File: config.mk
export PLATFORM = sky130hd
export DESIGN_NAME = decode_stage_flat
export DESIGN_NICKNAME = d
export VERILOG_FILES = /design/src/rtl/decode_pkg.sv /design/src/rtl/decode_if.sv /design/src/rtl/imm_gen.sv /design/src/rtl/decode_stage.sv /design/src/flat_wrapper.sv
export SDC_FILE = /design/constraint.sdc
export NUM_CORES = 1
export LEC_CHECK = 0
export BUFFER_PORTS_ARGS = -buffer_cell sky130_fd_sc_hd__buf_2
export CAP_MARGIN = 25
export CORE_MARGIN = 4
export CORE_UTILIZATION = 45
export CTS_BUF_LIST = sky130_fd_sc_hd__clkbuf_4
export CTS_CLUSTER_DIAMETER = 150
export CTS_CLUSTER_SIZE = 28
export DETAILED_ROUTE_END_ITERATION = 8
export PLACE_DENSITY = 0.71
export SKIP_LAST_GASP = 1
export SYNTH_ARGS = -nofsm -noshare
export SYNTH_HDL_FRONTEND = slang
export SYNTH_SLANG_ARGS = --single-unit
export TNS_END_PERCENT = 20
File: constraint.sdc
create_clock -name clk -period 2.45 [get_ports clk]
set_clock_uncertainty 0.05 [all_clocks]
set_input_delay 0.49 -clock clk [delete_from_list [all_inputs] [get_ports clk]]
set_output_delay 0.49 -clock clk [all_outputs]
set_load 0.01 [all_outputs]
File: src/rtl/decode_pkg.sv
`default_nettype none
// ============================================================================
// Module      : decode_pkg
// Description : Shared types and constants for the instruction-decode stage:
//               format codes, opcode values, buffer states and the entry
//               record held by the stage's head and skid registers.
// Revision    : 1.0 - initial release
// ============================================================================
package decode_pkg;

  // Width of the PC field inside a stored entry (widest supported XLEN).
  localparam int c_PC_W = 64;

  // Instruction format codes as presented on the fmt output.
  typedef enum logic [2:0] {
    FMT_R   = 3'd0,
    FMT_I   = 3'd1,
    FMT_S   = 3'd2,
    FMT_B   = 3'd3,
    FMT_U   = 3'd4,
    FMT_J   = 3'd5,
    FMT_ILL = 3'd7
  } fmt_t;

  // Major opcodes, inst[6:0].
  localparam logic [6:0] c_OP_OP     = 7'b0110011;
  localparam logic [6:0] c_OP_IMM    = 7'b0010011;
  localparam logic [6:0] c_OP_LOAD   = 7'b0000011;
  localparam logic [6:0] c_OP_JALR   = 7'b1100111;
  localparam logic [6:0] c_OP_SYSTEM = 7'b1110011;
  localparam logic [6:0] c_OP_STORE  = 7'b0100011;
  localparam logic [6:0] c_OP_BRANCH = 7'b1100011;
  localparam logic [6:0] c_OP_LUI    = 7'b0110111;
  localparam logic [6:0] c_OP_AUIPC  = 7'b0010111;
  localparam logic [6:0] c_OP_JAL    = 7'b1101111;

  // Occupancy of the two-entry buffer.
  typedef enum logic [1:0] {
    ST_EMPTY = 2'd0,
    ST_ONE   = 2'd1,
    ST_TWO   = 2'd2
  } buf_state_t;

  // One decoded instruction. Register fields are kept at their native 5 bits
  // and the immediate at 32 bits; both are widened only at the stage outputs.
  typedef struct packed {
    logic [31:0]       inst;
    logic [c_PC_W-1:0] pc;
    logic [4:0]        rs1;
    logic [4:0]        rs2;
    logic [4:0]        rd;
    logic              rs1_en;
    logic              rs2_en;
    logic              rd_en;
    logic [31:0]       imm;
    fmt_t              fmt;
    logic              illegal;
  } dec_entry_t;

endpackage
`default_nettype wire

File: src/rtl/decode_if.sv
`default_nettype none
// ============================================================================
// Module      : decode_if
// Description : Fetch-side and decode-side handshake bundle of the decode
//               stage. slave = stage view, master = surrounding logic view.
// Revision    : 1.0 - initial release
// ============================================================================
interface decode_if #(
  parameter int XLEN  = 32,
  parameter int REG_W = 5
);
  logic             in_valid;
  logic             in_ready;
  logic [31:0]      in_inst;
  logic [XLEN-1:0]  in_pc;

  logic             out_valid;
  logic             out_ready;
  logic [31:0]      out_inst;
  logic [XLEN-1:0]  out_pc;
  logic [REG_W-1:0] rs1_sel;
  logic [REG_W-1:0] rs2_sel;
  logic [REG_W-1:0] rd_sel;
  logic             rs1_en;
  logic             rs2_en;
  logic             rd_en;
  logic [XLEN-1:0]  imm;
  logic [2:0]       fmt;
  logic             illegal;

  modport slave (
    input  in_valid, in_inst, in_pc, out_ready,
    output in_ready, out_valid, out_inst, out_pc,
           rs1_sel, rs2_sel, rd_sel, rs1_en, rs2_en, rd_en,
           imm, fmt, illegal
  );

  modport master (
    output in_valid, in_inst, in_pc, out_ready,
    input  in_ready, out_valid, out_inst, out_pc,
           rs1_sel, rs2_sel, rd_sel, rs1_en, rs2_en, rd_en,
           imm, fmt, illegal
  );
endinterface
`default_nettype wire

File: src/rtl/imm_gen.sv
`default_nettype none
// ============================================================================
// Module      : imm_gen
// Description : Combinational classifier: opcode -> format, register-field
//               enables, illegal flag and 32-bit sign-extended immediate.
// Revision    : 1.0 - initial release
// ============================================================================
module imm_gen
  import decode_pkg::*;
(
  input  logic [31:0] i_inst,
  output fmt_t        o_fmt,
  output logic [31:0] o_imm,
  output logic        o_rs1_en,
  output logic        o_rs2_en,
  output logic        o_rd_en,
  output logic        o_illegal
);

  // Opcode to instruction format.
  always_comb begin
    o_fmt = FMT_ILL;
    case (i_inst[6:0])
      c_OP_OP:                                       o_fmt = FMT_R;
      c_OP_IMM, c_OP_LOAD, c_OP_JALR, c_OP_SYSTEM:   o_fmt = FMT_I;
      c_OP_STORE:                                    o_fmt = FMT_S;
      c_OP_BRANCH:                                   o_fmt = FMT_B;
      c_OP_LUI, c_OP_AUIPC:                          o_fmt = FMT_U;
      c_OP_JAL:                                      o_fmt = FMT_J;
      default:                                       o_fmt = FMT_ILL;
    endcase
  end

  // Field enables and immediate by format; writes to x0 are not real writes.
  always_comb begin
    o_rs1_en  = 1'b0;
    o_rs2_en  = 1'b0;
    o_rd_en   = 1'b0;
    o_illegal = 1'b0;
    o_imm     = 32'd0;
    case (o_fmt)
      FMT_R: begin
        o_rs1_en = 1'b1;
        o_rs2_en = 1'b1;
        o_rd_en  = 1'b1;
      end
      FMT_I: begin
        o_rs1_en = 1'b1;
        o_rd_en  = 1'b1;
        o_imm    = {{20{i_inst[31]}}, i_inst[31:20]};
      end
      FMT_S: begin
        o_rs1_en = 1'b1;
        o_rs2_en = 1'b1;
        o_imm    = {{20{i_inst[31]}}, i_inst[31:25], i_inst[11:7]};
      end
      FMT_B: begin
        o_rs1_en = 1'b1;
        o_rs2_en = 1'b1;
        o_imm    = {{19{i_inst[31]}}, i_inst[31], i_inst[7],
                    i_inst[30:25], i_inst[11:8], 1'b0};
      end
      FMT_U: begin
        o_rd_en = 1'b1;
        o_imm   = {i_inst[31:12], 12'd0};
      end
      FMT_J: begin
        o_rd_en = 1'b1;
        o_imm   = {{11{i_inst[31]}}, i_inst[31], i_inst[19:12],
                   i_inst[20], i_inst[30:21], 1'b0};
      end
      default: o_illegal = 1'b1;
    endcase
    if (i_inst[11:7] == 5'd0) o_rd_en = 1'b0;
  end

endmodule
`default_nettype wire

File: src/rtl/decode_stage.sv
`default_nettype none
// ============================================================================
// Module      : decode_stage
// Description : Handshaked decode stage. Instructions are decoded on the way
//               in and held in a head/skid register pair so that in_ready can
//               be a pure register while still sustaining one per cycle.
// Revision    : 1.0 - initial release
// ============================================================================
module decode_stage
  import decode_pkg::*;
#(
  parameter int XLEN  = 32,
  parameter int REG_W = 5
) (
  input  logic     clk,
  input  logic     rst_n,
  input  logic     flush,
  decode_if.slave  bus
);

  if ((XLEN != 32) && (XLEN != 64)) begin : g_bad_xlen
    $error("decode_stage: XLEN must be 32 or 64");
  end
  if (REG_W < 5) begin : g_bad_reg_w
    $error("decode_stage: REG_W must be at least 5");
  end

  buf_state_t r_state;
  logic       r_out_valid;
  logic       r_in_ready;
  dec_entry_t r_head;
  dec_entry_t r_skid;

  fmt_t        w_fmt;
  logic [31:0] w_imm;
  logic        w_rs1_en;
  logic        w_rs2_en;
  logic        w_rd_en;
  logic        w_illegal;
  dec_entry_t  w_new;
  logic        w_accept;
  logic        w_pop;
  logic        w_head_from_in;
  logic        w_head_from_skid;
  logic        w_skid_load;

  imm_gen u_imm_gen (
    .i_inst    (bus.in_inst),
    .o_fmt     (w_fmt),
    .o_imm     (w_imm),
    .o_rs1_en  (w_rs1_en),
    .o_rs2_en  (w_rs2_en),
    .o_rd_en   (w_rd_en),
    .o_illegal (w_illegal)
  );

  // Assemble the entry that would be stored if the offered instruction is taken.
  always_comb begin
    w_new         = '0;
    w_new.inst    = bus.in_inst;
    w_new.pc      = c_PC_W'(bus.in_pc);
    w_new.rs1     = bus.in_inst[19:15];
    w_new.rs2     = bus.in_inst[24:20];
    w_new.rd      = bus.in_inst[11:7];
    w_new.rs1_en  = w_rs1_en;
    w_new.rs2_en  = w_rs2_en;
    w_new.rd_en   = w_rd_en;
    w_new.imm     = w_imm;
    w_new.fmt     = w_fmt;
    w_new.illegal = w_illegal;
  end

  // Handshake events and register load selects; flush suppresses every load.
  always_comb begin
    w_accept         = bus.in_valid & r_in_ready & ~flush;
    w_pop            = r_out_valid & bus.out_ready;
    w_head_from_in   = w_accept & ((r_state == ST_EMPTY) |
                                   ((r_state == ST_ONE) & w_pop));
    w_skid_load      = w_accept & (r_state == ST_ONE) & ~w_pop;
    w_head_from_skid = ~flush & (r_state == ST_TWO) & w_pop;
  end

  // Occupancy FSM with registered out_valid and in_ready. in_ready stays low
  // in reset and rises on the first edge after release.
  always_ff @(posedge clk or negedge rst_n) begin
    if (!rst_n) begin
      r_state     <= ST_EMPTY;
      r_out_valid <= 1'b0;
      r_in_ready  <= 1'b0;
    end else if (flush) begin
      r_state     <= ST_EMPTY;
      r_out_valid <= 1'b0;
      r_in_ready  <= 1'b1;
    end else begin
      case (r_state)
        ST_EMPTY: begin
          r_in_ready <= 1'b1;
          if (w_accept) begin
            r_state     <= ST_ONE;
            r_out_valid <= 1'b1;
          end
        end
        ST_ONE: begin
          if (w_accept && !w_pop) begin
            r_state    <= ST_TWO;
            r_in_ready <= 1'b0;
          end else if (!w_accept && w_pop) begin
            r_state     <= ST_EMPTY;
            r_out_valid <= 1'b0;
          end
        end
        ST_TWO: begin
          if (w_pop) begin
            r_state    <= ST_ONE;
            r_in_ready <= 1'b1;
          end
        end
        default: begin
          r_state     <= ST_EMPTY;
          r_out_valid <= 1'b0;
          r_in_ready  <= 1'b1;
        end
      endcase
    end
  end

  // Entry data moves only on a load; pops and flushes touch the valid state only.
  always_ff @(posedge clk or negedge rst_n) begin
    if (!rst_n) begin
      r_head <= '0;
      r_skid <= '0;
    end else begin
      if (w_head_from_in) begin
        r_head <= w_new;
      end else if (w_head_from_skid) begin
        r_head <= r_skid;
      end
      if (w_skid_load) begin
        r_skid <= w_new;
      end
    end
  end

  assign bus.in_ready  = r_in_ready;
  assign bus.out_valid = r_out_valid;
  assign bus.out_inst  = r_head.inst;
  assign bus.out_pc    = XLEN'(r_head.pc);
  assign bus.rs1_sel   = REG_W'(r_head.rs1);
  assign bus.rs2_sel   = REG_W'(r_head.rs2);
  assign bus.rd_sel    = REG_W'(r_head.rd);
  assign bus.rs1_en    = r_head.rs1_en;
  assign bus.rs2_en    = r_head.rs2_en;
  assign bus.rd_en     = r_head.rd_en;
  assign bus.imm       = XLEN'($signed(r_head.imm));
  assign bus.fmt       = r_head.fmt;
  assign bus.illegal   = r_head.illegal;

endmodule
`default_nettype wire

File: src/flat_wrapper.sv
// flat-port wrapper written by rule: the top's interface ports become plain ports
module decode_stage_flat import decode_pkg::*;
#(
  parameter int XLEN  = 32,
  parameter int REG_W = 5
)
  (clk, rst_n, flush, bus_in_valid, bus_in_inst, bus_in_pc, bus_out_ready, bus_in_ready, bus_out_valid, bus_out_inst, bus_out_pc, bus_rs1_sel, bus_rs2_sel, bus_rd_sel, bus_rs1_en, bus_rs2_en, bus_rd_en, bus_imm, bus_fmt, bus_illegal);
  decode_if #(.XLEN(XLEN), .REG_W(REG_W)) bus_i ();
  input  logic clk;
  input  logic rst_n;
  input  logic flush;
  input wire logic [$bits(bus_i.in_valid)-1:0] bus_in_valid;
  input wire logic [$bits(bus_i.in_inst)-1:0] bus_in_inst;
  input wire logic [$bits(bus_i.in_pc)-1:0] bus_in_pc;
  input wire logic [$bits(bus_i.out_ready)-1:0] bus_out_ready;
  output wire logic [$bits(bus_i.in_ready)-1:0] bus_in_ready;
  output wire logic [$bits(bus_i.out_valid)-1:0] bus_out_valid;
  output wire logic [$bits(bus_i.out_inst)-1:0] bus_out_inst;
  output wire logic [$bits(bus_i.out_pc)-1:0] bus_out_pc;
  output wire logic [$bits(bus_i.rs1_sel)-1:0] bus_rs1_sel;
  output wire logic [$bits(bus_i.rs2_sel)-1:0] bus_rs2_sel;
  output wire logic [$bits(bus_i.rd_sel)-1:0] bus_rd_sel;
  output wire logic [$bits(bus_i.rs1_en)-1:0] bus_rs1_en;
  output wire logic [$bits(bus_i.rs2_en)-1:0] bus_rs2_en;
  output wire logic [$bits(bus_i.rd_en)-1:0] bus_rd_en;
  output wire logic [$bits(bus_i.imm)-1:0] bus_imm;
  output wire logic [$bits(bus_i.fmt)-1:0] bus_fmt;
  output wire logic [$bits(bus_i.illegal)-1:0] bus_illegal;
  assign bus_i.in_valid = bus_in_valid;
  assign bus_i.in_inst = bus_in_inst;
  assign bus_i.in_pc = bus_in_pc;
  assign bus_i.out_ready = bus_out_ready;
  assign bus_in_ready = bus_i.in_ready;
  assign bus_out_valid = bus_i.out_valid;
  assign bus_out_inst = bus_i.out_inst;
  assign bus_out_pc = bus_i.out_pc;
  assign bus_rs1_sel = bus_i.rs1_sel;
  assign bus_rs2_sel = bus_i.rs2_sel;
  assign bus_rd_sel = bus_i.rd_sel;
  assign bus_rs1_en = bus_i.rs1_en;
  assign bus_rs2_en = bus_i.rs2_en;
  assign bus_rd_en = bus_i.rd_en;
  assign bus_imm = bus_i.imm;
  assign bus_fmt = bus_i.fmt;
  assign bus_illegal = bus_i.illegal;
  decode_stage #(.XLEN(XLEN), .REG_W(REG_W)) u_core (.clk(clk), .rst_n(rst_n), .flush(flush), .bus(bus_i));
endmodule
==> out/metrics.cfg <==
[worst_setup_path]
path_cells = buf_2 -> or3b_1 -> a21oi_2 -> inv_4 -> ha_4 -> or4_4 -> a211oi_2 -> a211o_1
crit_type = in2reg
crit_cells = 8
path_max_fanout = 11
rr_startpoint = u_core.r_state[0]$_DFFE_PN0P_
cp.required_ns = 3.01
crit_slowest_cell = a211oi_2
slowest_delay_ns = 0.74
reg2reg_to = u_core.bus.imm[24]$_DFFE_PN0P_
cp.arrival_ns = 2.91
cp_num_buf_inv = 2
cp_top_family = compound AO/OA/AOI/OAI gates
crit_path_start = bus_in_inst[3]
end_kind = flop
r2r_cells = 5
endpoint = u_core.bus.imm[24]$_DFFE_PN0P_
startpoint_type = input pin
ff2ff_setup_slack_ns = 0.13

[grt]
overflow = 0
grt_max_degree = 94
grt_pass1_wl_um = 40600
grt_usage_pct = 21.7
grt_pass1_vias = 7710
antenna_found_initial = 1

[pwr]
cellPowerDensity_nw_per_um2 = 739
p_leak_nw = 6.01
vdd_drop_max_uv = 575

[timing]
maxSlewHeadroom_pct = 41.1
rsz0062_at_grt = false
drv_slew = 0
max_clock_freq_ghz = 0.426
min_period_ns = 2.35
period_share_pct = 95.8
worst_slew_pin_slew_ns = 0.882
hold_viol = 0
setup_viol = 0

[detailed_routing]
first_iter_violations = 596
dr.pass1.iters = 5
drc_errors = 0
vias = 7884
ant_nets = 0
drt-total-wl_um = 25100
vias_per_cell = 5.47
wl_per_cell_um = 17.4

[placement]
place_hpwl_um = 16600
dp_cells = 1383
place_congestion = 0.831
port_buffers = 188

[cts]
clk_latency_ns = 0.65
cts_root_buf = clkbuf_4
cts_buffer_depth = 3
clk_pin_slew_ns = 0.27
h-tree-depth = 1
tritoncts = done
numCtsBuffers = 11
clock_sinks = 210

[floorplanning]
io_pins = 189
design.die.area_um2 = 23000
die_h_um = 152
coreArea_um2 = 20200
die_w_um = 152
initial_core_util_pct = 45.9
rows = 52

[synth]
synth_cell_type_count = 62
ys_ff_latch = 210
syn-num-nets = 1020
syn_area_per_cell_um2 = 9.79
synth-edff-count = 0
netlist_instances = 948
synth_seq_area_share_pct = 56.6
synth_flop_cell = dfrtp_1
netlist_area_um2 = 9280
async_flop_share_pct = 100
yosys_warnings = 0

[finish]
synthToLayoutAreaGrowth_pct = 22.2
most-common-layout-cells = nand2_1, dfrtp_1, buf_2
final_cells = 1441
fin_util_pct = 56.1
final_common_cell = nand2_1
drive_gt1_share_pct = 25.5
fin_nets = 1243

[outcome]
status = complete, no violations

[min_path]
min_path_type = in2reg

[run]
maxCapViolations = 0

sequential cells by signal (all words and copies together), names as in the netlist, 2 cells and up:
name	cells
u_core.bus.out_pc	32
u_core.bus.rd_sel	4
u_core.r_skid	103
u_core.bus.imm	32
u_core.r_state	2
u_core.bus.out_inst	20
u_core.bus.rs2_sel	4
u_core.bus.fmt	3
u_core.bus.rs1_sel	4
worst min-delay path by stage:
stage               slack [ns]                              start  depth (start not counted)                           endpoint
finish                    0.03                    bus_in_inst[16]                          3      u_core.r_skid[50]$_DFFE_PN0P_
global route              0.02                    bus_in_inst[24]                          3     u_core.r_skid[142]$_DFFE_PN0P_
CTS                      0.003                     bus_in_inst[7]                          3      u_core.r_skid[39]$_DFFE_PN0P_
detailed placement        0.41  u_core.bus.out_pc[30]$_DFFE_PN0P_                          2  u_core.bus.out_pc[30]$_DFFE_PN0P_
global placement          0.40   u_core.bus.out_pc[3]$_DFFE_PN0P_                          2   u_core.bus.out_pc[3]$_DFFE_PN0P_
floorplan                 0.14                              rst_n                          0      u_core.bus.fmt[0]$_DFFE_PN0P_
timing repair:
item	4_1_cts	5_1_grt
hold endpoints to repair	112	2
setup buffers	0	0
gates resized for setup	0	0
hold buffers	43	2
final cells by class:
type                            instances  area, um2
Multi-Input combinational cell        650       3670
Fill cell                            1814       8890
Tap cell                              270        338
Clock buffer                           11       82.6
Antenna cell                            1       2.50
Sequential cell                       210       5260
Timing Repair Buffer                  294       1960
Inverter                                4       17.5
Clock inverter                          1       16.3
worst reg2reg max path: stages (launching register included):
cell and delay (ns):
dfrtp_1 0.51, a21boi_1 0.19, nor4_4 0.40, nand2_1 0.18, a211oi_2 0.77, a211o_1 0.19
cells by family after synthesis:
| family | synth area share, % |
|---|---|
| buf+inv | 4.80 |
| fa+ha+maj | 0.404 |
| mux | 1.11 |
| flops | 56.6 |
| simple gates | 19.2 |
| compound gates | 17.6 |
| xor+xnor | 0.283 |
power by group:
part	switching, mW	internal, mW	leakage (nW)
clock network	1.02	0.230	0.0579
logic	1.25	0.960	3.26
registers	0.541	4.39	2.69
total	2.81	5.58	6.01
synth_stat cells, types with 2 or more instances:
| cell type | number | area (um2) |
|---|---|---|
| nand2_1 | 350 | 1310 |
| dfrtp_1 | 210 | 5260 |
| a22oi_1 | 74 | 556 |
| clkbuf_1 | 33 | 124 |
| o21ai_0 | 30 | 150 |
| a22o_1 | 24 | 210 |
| nor2_1 | 21 | 78.8 |
| buf_2 | 20 | 100 |
| buf_4 | 20 | 150 |
| nand3_1 | 13 | 65.1 |
| a211o_1 | 11 | 96.3 |
| a221o_1 | 11 | 110 |
| a221oi_1 | 9 | 78.8 |
| and3_1 | 9 | 56.3 |
| buf_1 | 9 | 33.8 |
| mux2i_1 | 8 | 80.1 |
| o221a_2 | 8 | 90.1 |
| a41o_1 | 6 | 60.1 |
| nand2b_1 | 6 | 37.5 |
| a21oi_1 | 5 | 25.0 |
| a32oi_1 | 5 | 43.8 |
| inv_1 | 4 | 15.0 |
| nor3_1 | 4 | 20.0 |
| nor4_2 | 4 | 50.1 |
| a211oi_1 | 3 | 22.5 |
| ha_1 | 3 | 37.5 |
| nand4b_1 | 3 | 26.3 |
| o21a_1 | 3 | 22.5 |
| a211oi_2 | 2 | 25.0 |
| a31oi_1 | 2 | 12.5 |
| buf_6 | 2 | 22.5 |
| mux2_2 | 2 | 22.5 |
| nor2b_1 | 2 | 12.5 |
| o21ba_2 | 2 | 20.0 |
| o22ai_1 | 2 | 12.5 |
| xor2_1 | 2 | 17.5 |
stage by stage:
stage / TNS, ns / hold slack [ns] / setup WS [ns] / total power, mW / area (um2)
floorplan: -12.10 / 0.144 / -0.271 / 6.22 / 9370
global placement: -19.60 / 0.404 / -0.504 / 7.08 / 10800
detailed placement: -23.94 / 0.407 / -0.553 / 7.17 / 10800
CTS: 0 / 0.00312 / 0.143 / 8.47 / 11300
global route: 0 / 0.0199 / 0.0125 / 8.99 / 11300
finish: 0 / 0.0316 / 0.102 / 8.39 / 11300
metal layers:
layer / global-route usage, % / wire length, um / vias to the layer above
met4: 4.72 / 491 / 0
met3: 3.03 / 1610 / 35
met5: 0 / 0 / -
li1: - / - / 3711
met1: 30.3 / 11000 / 3878
met2: 36.4 / 12100 / 260
Note: power is estimated with default switching activity, not from simulation.
